<file path="src/rtl/regfile_arbiter.sv">
// regfile_arbiter
// Shares one single-port register file between two requesters (A and B).
// Each granted access is sequenced as GRANT -> ISSUE -> CAPTURE, so the
// register file sees exactly one WrEn or RdEn pulse per access. The registered
// RdData is forwarded to the owner together with a one-cycle ack.
//
// Ports
//   clk, rst            : rising-edge clock, asynchronous active-high reset
//   a_req/b_req         : transaction request, held until the matching ack
//   a_we/b_we           : 1 = write, 0 = read
//   a_addr/b_addr       : register address
//   a_wdata/b_wdata     : write data
//   a_ack/b_ack         : one-cycle completion pulse
//   a_rdata/b_rdata     : read result, updated only on the owner's read completion
//   rf_WrEn, rf_RdEn    : register-file enables (never both high)
//   rf_address          : register-file address (holds when idle)
//   rf_WrData           : register-file write data (holds when idle)
//   rf_RdData           : registered read data from the register file
module regfile_arbiter #(
    parameter int DATA_W = 16,
    parameter int ADDR_W = 3
) (
    input  logic              clk,
    input  logic              rst,
    input  logic              a_req,
    input  logic              a_we,
    input  logic [ADDR_W-1:0] a_addr,
    input  logic [DATA_W-1:0] a_wdata,
    output logic              a_ack,
    output logic [DATA_W-1:0] a_rdata,
    input  logic              b_req,
    input  logic              b_we,
    input  logic [ADDR_W-1:0] b_addr,
    input  logic [DATA_W-1:0] b_wdata,
    output logic              b_ack,
    output logic [DATA_W-1:0] b_rdata,
    output logic              rf_WrEn,
    output logic              rf_RdEn,
    output logic [ADDR_W-1:0] rf_address,
    output logic [DATA_W-1:0] rf_WrData,
    input  logic [DATA_W-1:0] rf_RdData
);

    typedef enum logic [1:0] {
        IDLE,
        ISSUE,
        CAPTURE
    } state_t;

    state_t            state, state_n;
    // ptr/owner: 0 = requester A, 1 = requester B
    logic              ptr, ptr_n;
    logic              owner, owner_n;
    logic              op_we, op_we_n;
    logic              rf_WrEn_n, rf_RdEn_n;
    logic [ADDR_W-1:0] rf_address_n;
    logic [DATA_W-1:0] rf_WrData_n;
    logic              a_ack_n, b_ack_n;
    logic [DATA_W-1:0] a_rdata_n, b_rdata_n;

    // A requester in its ack cycle is still showing req (it may already be
    // presenting its next command) but must not be re-granted until the
    // following cycle.
    logic elig_a, elig_b, grant_b;
    assign elig_a  = a_req & ~a_ack;
    assign elig_b  = b_req & ~b_ack;
    assign grant_b = elig_b & (~elig_a | ptr);

    // State and output registers; reset abandons any in-flight access.
    always_ff @(posedge clk or posedge rst) begin
        if (rst) begin
            state      <= IDLE;
            ptr        <= 1'b0;
            owner      <= 1'b0;
            op_we      <= 1'b0;
            rf_WrEn    <= 1'b0;
            rf_RdEn    <= 1'b0;
            rf_address <= '0;
            rf_WrData  <= '0;
            a_ack      <= 1'b0;
            b_ack      <= 1'b0;
            a_rdata    <= '0;
            b_rdata    <= '0;
        end else begin
            state      <= state_n;
            ptr        <= ptr_n;
            owner      <= owner_n;
            op_we      <= op_we_n;
            rf_WrEn    <= rf_WrEn_n;
            rf_RdEn    <= rf_RdEn_n;
            rf_address <= rf_address_n;
            rf_WrData  <= rf_WrData_n;
            a_ack      <= a_ack_n;
            b_ack      <= b_ack_n;
            a_rdata    <= a_rdata_n;
            b_rdata    <= b_rdata_n;
        end
    end

    // Next-state and next-output logic. Enables and acks default low so each
    // is a single-cycle pulse; address, write data and rdata default to hold.
    always_comb begin
        state_n      = state;
        ptr_n        = ptr;
        owner_n      = owner;
        op_we_n      = op_we;
        rf_WrEn_n    = 1'b0;
        rf_RdEn_n    = 1'b0;
        rf_address_n = rf_address;
        rf_WrData_n  = rf_WrData;
        a_ack_n      = 1'b0;
        b_ack_n      = 1'b0;
        a_rdata_n    = a_rdata;
        b_rdata_n    = b_rdata;

        case (state)
            IDLE: begin
                if (elig_a | elig_b) begin
                    owner_n      = grant_b;
                    op_we_n      = grant_b ? b_we : a_we;
                    rf_WrEn_n    = grant_b ? b_we : a_we;
                    rf_RdEn_n    = grant_b ? ~b_we : ~a_we;
                    rf_address_n = grant_b ? b_addr : a_addr;
                    rf_WrData_n  = grant_b ? b_wdata : a_wdata;
                    // Pointer always favours whoever did not win this grant.
                    ptr_n        = ~grant_b;
                    state_n      = ISSUE;
                end
            end
            ISSUE: begin
                state_n = CAPTURE;
            end
            CAPTURE: begin
                if (owner) begin
                    b_ack_n = 1'b1;
                    if (!op_we) b_rdata_n = rf_RdData;
                end else begin
                    a_ack_n = 1'b1;
                    if (!op_we) a_rdata_n = rf_RdData;
                end
                state_n = IDLE;
            end
            default: begin
                state_n = IDLE;
            end
        endcase
    end

endmodule

</file>
<file path="config.mk">
export PLATFORM = sky130hd
export DESIGN_NAME = regfile_arbiter
export DESIGN_NICKNAME = d
export VERILOG_FILES = /design/src/rtl/regfile_arbiter.sv
export SDC_FILE = /design/constraint.sdc
export NUM_CORES = 1
export LEC_CHECK = 0
export CORE_ASPECT_RATIO = 2
export CORE_MARGIN = 5
export CORE_UTILIZATION = 40
export DETAILED_ROUTE_END_ITERATION = 10
export GPL_TIMING_DRIVEN = 0
export PLACE_DENSITY = 0.75
export SLEW_MARGIN = 20
export SYNTH_ARGS = -nofsm -noshare
export SYNTH_HDL_FRONTEND = slang
export SYNTH_SLANG_ARGS = --single-unit
export TNS_END_PERCENT = 30
</file>
<file path="constraint.sdc">
create_clock -name clk -period 5.5 [get_ports clk]
set_input_delay 1.1 -clock clk [delete_from_list [all_inputs] [get_ports clk]]
set_output_delay 1.1 -clock clk [all_outputs]
set_load 0.01 [all_outputs]
</file>
# Yosys cells after proc, flatten, opt, wreduce, memory -nomap -nowiden
# Cells that the tools add are included.
dict set report op_classes {
  n_reduce_logical 4
  bitwise_logic 13
  eq_ne 3
  n_shift 0
  mux 14
  div_mod_pow 0
  n_mul 0
  addsub 0
  magnitude_cmp 0
}
# cell n
set ops {}
lappend ops {{2-to-1 mux 16 bit} 1}
lappend ops {{2-to-1 mux 1 bit} 10}
lappend ops {{inverter 1 bit} 8}
lappend ops {{AND reduction 3 bit} 2}
lappend ops {{case mux 2 bit (2 select lines)} 1}
lappend ops {{AND 1 bit} 3}
lappend ops {{2-to-1 mux 3 bit} 1}
lappend ops {{== test 2 x 1 -> 1 bit, second input constant} 1}
lappend ops {{== test 2 bit, second input constant} 1}
lappend ops {{zero test 2 bit} 1}
lappend ops {{2-to-1 mux 2 bit} 1}
lappend ops {{!= test 2 bit, second input constant} 1}
lappend ops {{OR 1 bit} 2}
lappend ops {{AND reduction 2 bit} 1}
dict set report totals {
  register_bits 60
  latchBits 0
  ram_bits 0
  in_bits 60
  output_inout_bits 55
  word_cells 46
  mem_bits_ro 0
  memories 0
}

# Logic depth before layout (Yosys ltp)
dict set report depth {
  ltp_word 8
  depth_mapped 6
  depth_no_buf 4
}

# Least setup slack after synthesis
# No wires, ideal clock.
dict set report synth_path {
  kind {input to register}
  start {in a_req}
  end {reg rf_WrData[15]}
  arrival_ns 1.917
  t_required_ns 5.370
  path_slack_ns 3.453
  setup_time_ns 0.130
  stages 5
  n_path_buf 1
  cell_sequence {or3b_1 -> and2_1 -> buf_2 -> nand2_1 -> a31oi_1}
}
dict set report synth_between {
  elab_chain_cells 5
  word_cells_on_any_way 7
  cone_classes {mux (1); bitwise (5); reduce/logical (1)}
}
# element line_no
set synth_lines {}
lappend synth_lines {{start, declared} 25} ;# input logic a_req,
lappend synth_lines {{AND 1 bit (*)} 65} ;# assign elig_a = a_req & ~a_ack;
lappend synth_lines {{inverter 1 bit} 67} ;# assign grant_b = elig_b & (~elig_a | ptr);
lappend synth_lines {{OR 1 bit} 67}
lappend synth_lines {{AND 1 bit} 67}
lappend synth_lines {{2-to-1 mux 16 bit} 124} ;# rf_WrData_n = grant_b ? b_wdata : a_wdata;
lappend synth_lines {{end signal, assigned} 92} ;# rf_WrData <= rf_WrData_n;
lappend synth_lines {{end, declared} 40} ;# output logic [DATA_W-1:0] rf_WrData,
# Mark *: on every way between the ends. The rest lies on a longest branch, timed or not.
# A chain may end at the register's enable or synchronous reset.

# Worst setup path after layout
dict set report layout_path {
  start {in b_req}
  end {reg rf_WrData[3]}
}
dict set report layout_between {
  elab_chain_cells 3
  word_cells_on_any_way 5
  cone_classes {mux (1); bitwise (3); reduce/logical (1)}
}
# element line_no
set layout_lines {}
lappend layout_lines {{start, declared} 31} ;# input logic b_req,
lappend layout_lines {{AND 1 bit (*)} 66} ;# assign elig_b = b_req & ~b_ack;
lappend layout_lines {{AND 1 bit / OR 1 bit (equally long branches)} {67, 118}}
lappend layout_lines {{2-to-1 mux 16 bit / AND reduction 2 bit (equally long branches)} -}
# Marks and branches as above.

==> results.yml <==
worst_hold_path:
  worstHoldEndpoint: "a_rdata[14]"
  hold_class: "reg -> reg"
  worstHoldStart: "a_rdata[14]"
  holdPathStages: 1
global_route:
  gr-total-overflow: 0
  grt_pass1_vias: 2083
  grt_max_degree: 53
  grt_first_pass_wirelength_mm: 10.06
  track_usage_pct: 17.10
  antenna_found_initial: 0
sta:
  rsz0062_at_grt: "no"
  whs_ps: 500.4
  finalCriticalPeriod_ps: 2407
  setup_viol: 0
  worstMarginPinSlew_ps: 479.4
  finalHoldViolations: 0
  maxSlewViolCount: 0
  setup_slack_ps: 3093
  finalSetupTns_ps: 0
  fin_crit_sh_pct: 43.77
  fin_skew_ps: 5.206
  max_freq_mhz: 415.4
  max_slew_margin_pct: 68.04
critical_path:
  path_class: "in -> reg"
  cp-start-kind: "input pin"
  critPathSlowestCell: "clkdlybuf4s50_1"
  cp-end-kind: "register"
  cpPeakStageDelay_ps: 460
  cp.required_ps: 5740
  cp_common_cell: "buf_2"
  r2r_end: "a_rdata[8]"
  path_cells: "clkdlybuf4s50_1 -> nor2b_1 -> o21a_1 -> buf_2 -> buf_2 -> nor2_1 -> a31oi_1"
  reg2reg_from: "state[0]"
  crit_family: "buffers and inverters"
  arrival_ps: 2650
  r2r_cells: 4
  cp_num_buf_inv: 3
  critPathMaxFanout: 10
  ff2ff_setup_slack_ps: 3940
floorplanning:
  rows: 40
  initial_core_util_pct: 41.10
  die_y_um: 121.1
  core_area_um2: 6006
  pin_count: 115
  fp.dieW_um: 65.55
  dieArea_um2: 7938
clock_tree:
  cts-buffers-inserted: 9
  clock_path_buffers: 2
  htreeDepth: 3
  ctsHoldBuffers: 0
  insertion_delay_ps: 320
  clock-sinks: 60
  postCtsSetupBuffers: 0
  cts-resized-gates: 0
  cts.root.buffer_cell: "clkbuf_16"
  path_clk_slew_ps: 50
  cts_tree: "built"
final_layout:
  final_cell_mix: "clkdlybuf4s50_1, dfrtp_1, nand2_1, nor2_1, mux2_2"
  layout-drive-gt1-share_pct: 18.56
  multiInputGateArea_um2: 882.1
  fin_nets: 390
  layout_commonest_cell: "clkdlybuf4s50_1"
  postLayoutCellArea_um2: 4008
  utilization_pct: 66.73
  nFillCells: 465
  instances_no_fill: 397
  num_antenna_cells: 0
  regArea_um2: 1501
  syn2layout_area_growth_pct: 62.34
job:
  drv_cap: 0
status:
  outcome: "complete, no violations"
logic_synthesis:
  synth-seq-cells: 60
  synth.distinct_cells: 23
  avgSynthCellArea_um2: 12.10
  syn_area_um2: 2469
  synth.net_count: 264
  yosys_warnings: 0
  seq_area_frac_synth_pct: 60.82
  synth_cells: 204
placed_design:
  place_inst: 382
  portBuffers: 114
  place.detailed.hpwl_mm: 4.751
  placed_area_um2: 3719
  dp_slack_ps: 2766
  place_congestion: 0.6997
pwr:
  vdd.ir_drop.worst_v: 0.0002941
  power_mw: 2.335
  p_leak_nw: 1.732
  power_density_nw_per_um2: 582.7
route:
  ant_nets: 0
  drt-total-wl_mm: 6.258
  num_vias: 1945
  via_per_inst: 4.899
  drt_iter0_markers: 49
  firstDrtPassIters: 4
  wire_per_inst_um: 15.76
  drc: 0
==> registers in the layout (all words and copies together), names as in the netlist, 2 cells and up <==
name        count
b_rdata        16
rf_WrData      16
rf_address      3
a_rdata        16
state           2
==> kinds of logic after synthesis <==
| logic type | share of synthesized area [%] |
|---|---|
| AOI/OAI and AO/OA | 6.082 |
| buffers and inverters | 3.446 |
| DFF | 60.82 |
| muxes | 16.12 |
| and+or+nand+nor | 13.53 |
==> Yosys cell counts <==
library cell / number / area, um2
a21boi_0: 1 / 7.510
a21oi_1: 1 / 5.000
a31oi_1: 20 / 125.1
and2_1: 1 / 6.260
and3_1: 1 / 6.260
buf_12: 1 / 20.02
buf_2: 7 / 35.03
buf_4: 1 / 7.510
buf_6: 1 / 11.26
clkbuf_1: 1 / 3.750
dfrtp_1: 60 / 1501
inv_1: 1 / 3.750
inv_2: 1 / 3.750
mux2_2: 22 / 247.7
mux2_4: 10 / 150.1
nand2_1: 42 / 157.7
nand2b_4: 1 / 13.76
nor2_1: 24 / 90.09
nor2b_1: 3 / 18.77
nor3_4: 2 / 32.53
o21a_1: 1 / 7.510
o21ai_0: 1 / 5.000
or3b_1: 1 / 8.760
==> worst register-to-register path, delay by kind of cell, from the launching register on <==
kind | cells | cell delay (ps)
and+or+nand+nor | 2 | 500
muxes | 1 | 340
buffers and inverters | 1 | 220
DFF | 1 | 380
==> power by group <==
group / internal [mW] / leakage [nW] / total [mW] / switching, mW
clock: 0.350 / 0.145 / 0.529 / 0.179
sequential: 0.663 / 0.718 / 0.780 / 0.117
combinational: 0.605 / 0.869 / 1.03 / 0.421
==> final cells by class <==
cell class | count | area share [%]
tap | 63 | 1.967
buffer | 11 | 1.936
clock inverter | 1 | 0.1249
sequential | 60 | 37.46
clock buffer | 14 | 7.087
multi-input combinational | 131 | 22.01
inverter | 2 | 0.2498
timing repair buffer | 115 | 29.16
==> how the worst max path moves through the flow <==
stage,start,to,slack (ps),depth (start not counted)
6_report,b_req,rf_WrData[3],3090,7
5_1_grt,b_req,rf_WrData[0],2940,7
4_1_cts,b_req,rf_WrData[3],3090,7
3_5_place_dp,b_req,rf_WrData[3],2770,7
3_3_place_gp,rst,b_rdata[12],1870,2
2_1_floorplan,rst,a_ack,2920,1
==> layer usage <==
layer	up-vias	share of wire [%]	global-route usage (%)	routed length (um)
met2	69	54	30.10	3386
met4	0	2.0	8.571	124
met3	11	6.0	4.819	373
met1	924	38	18.11	2374
li1	941	-	-	-
met5	-	0	0	0
(Power assumes the default switching activity.)
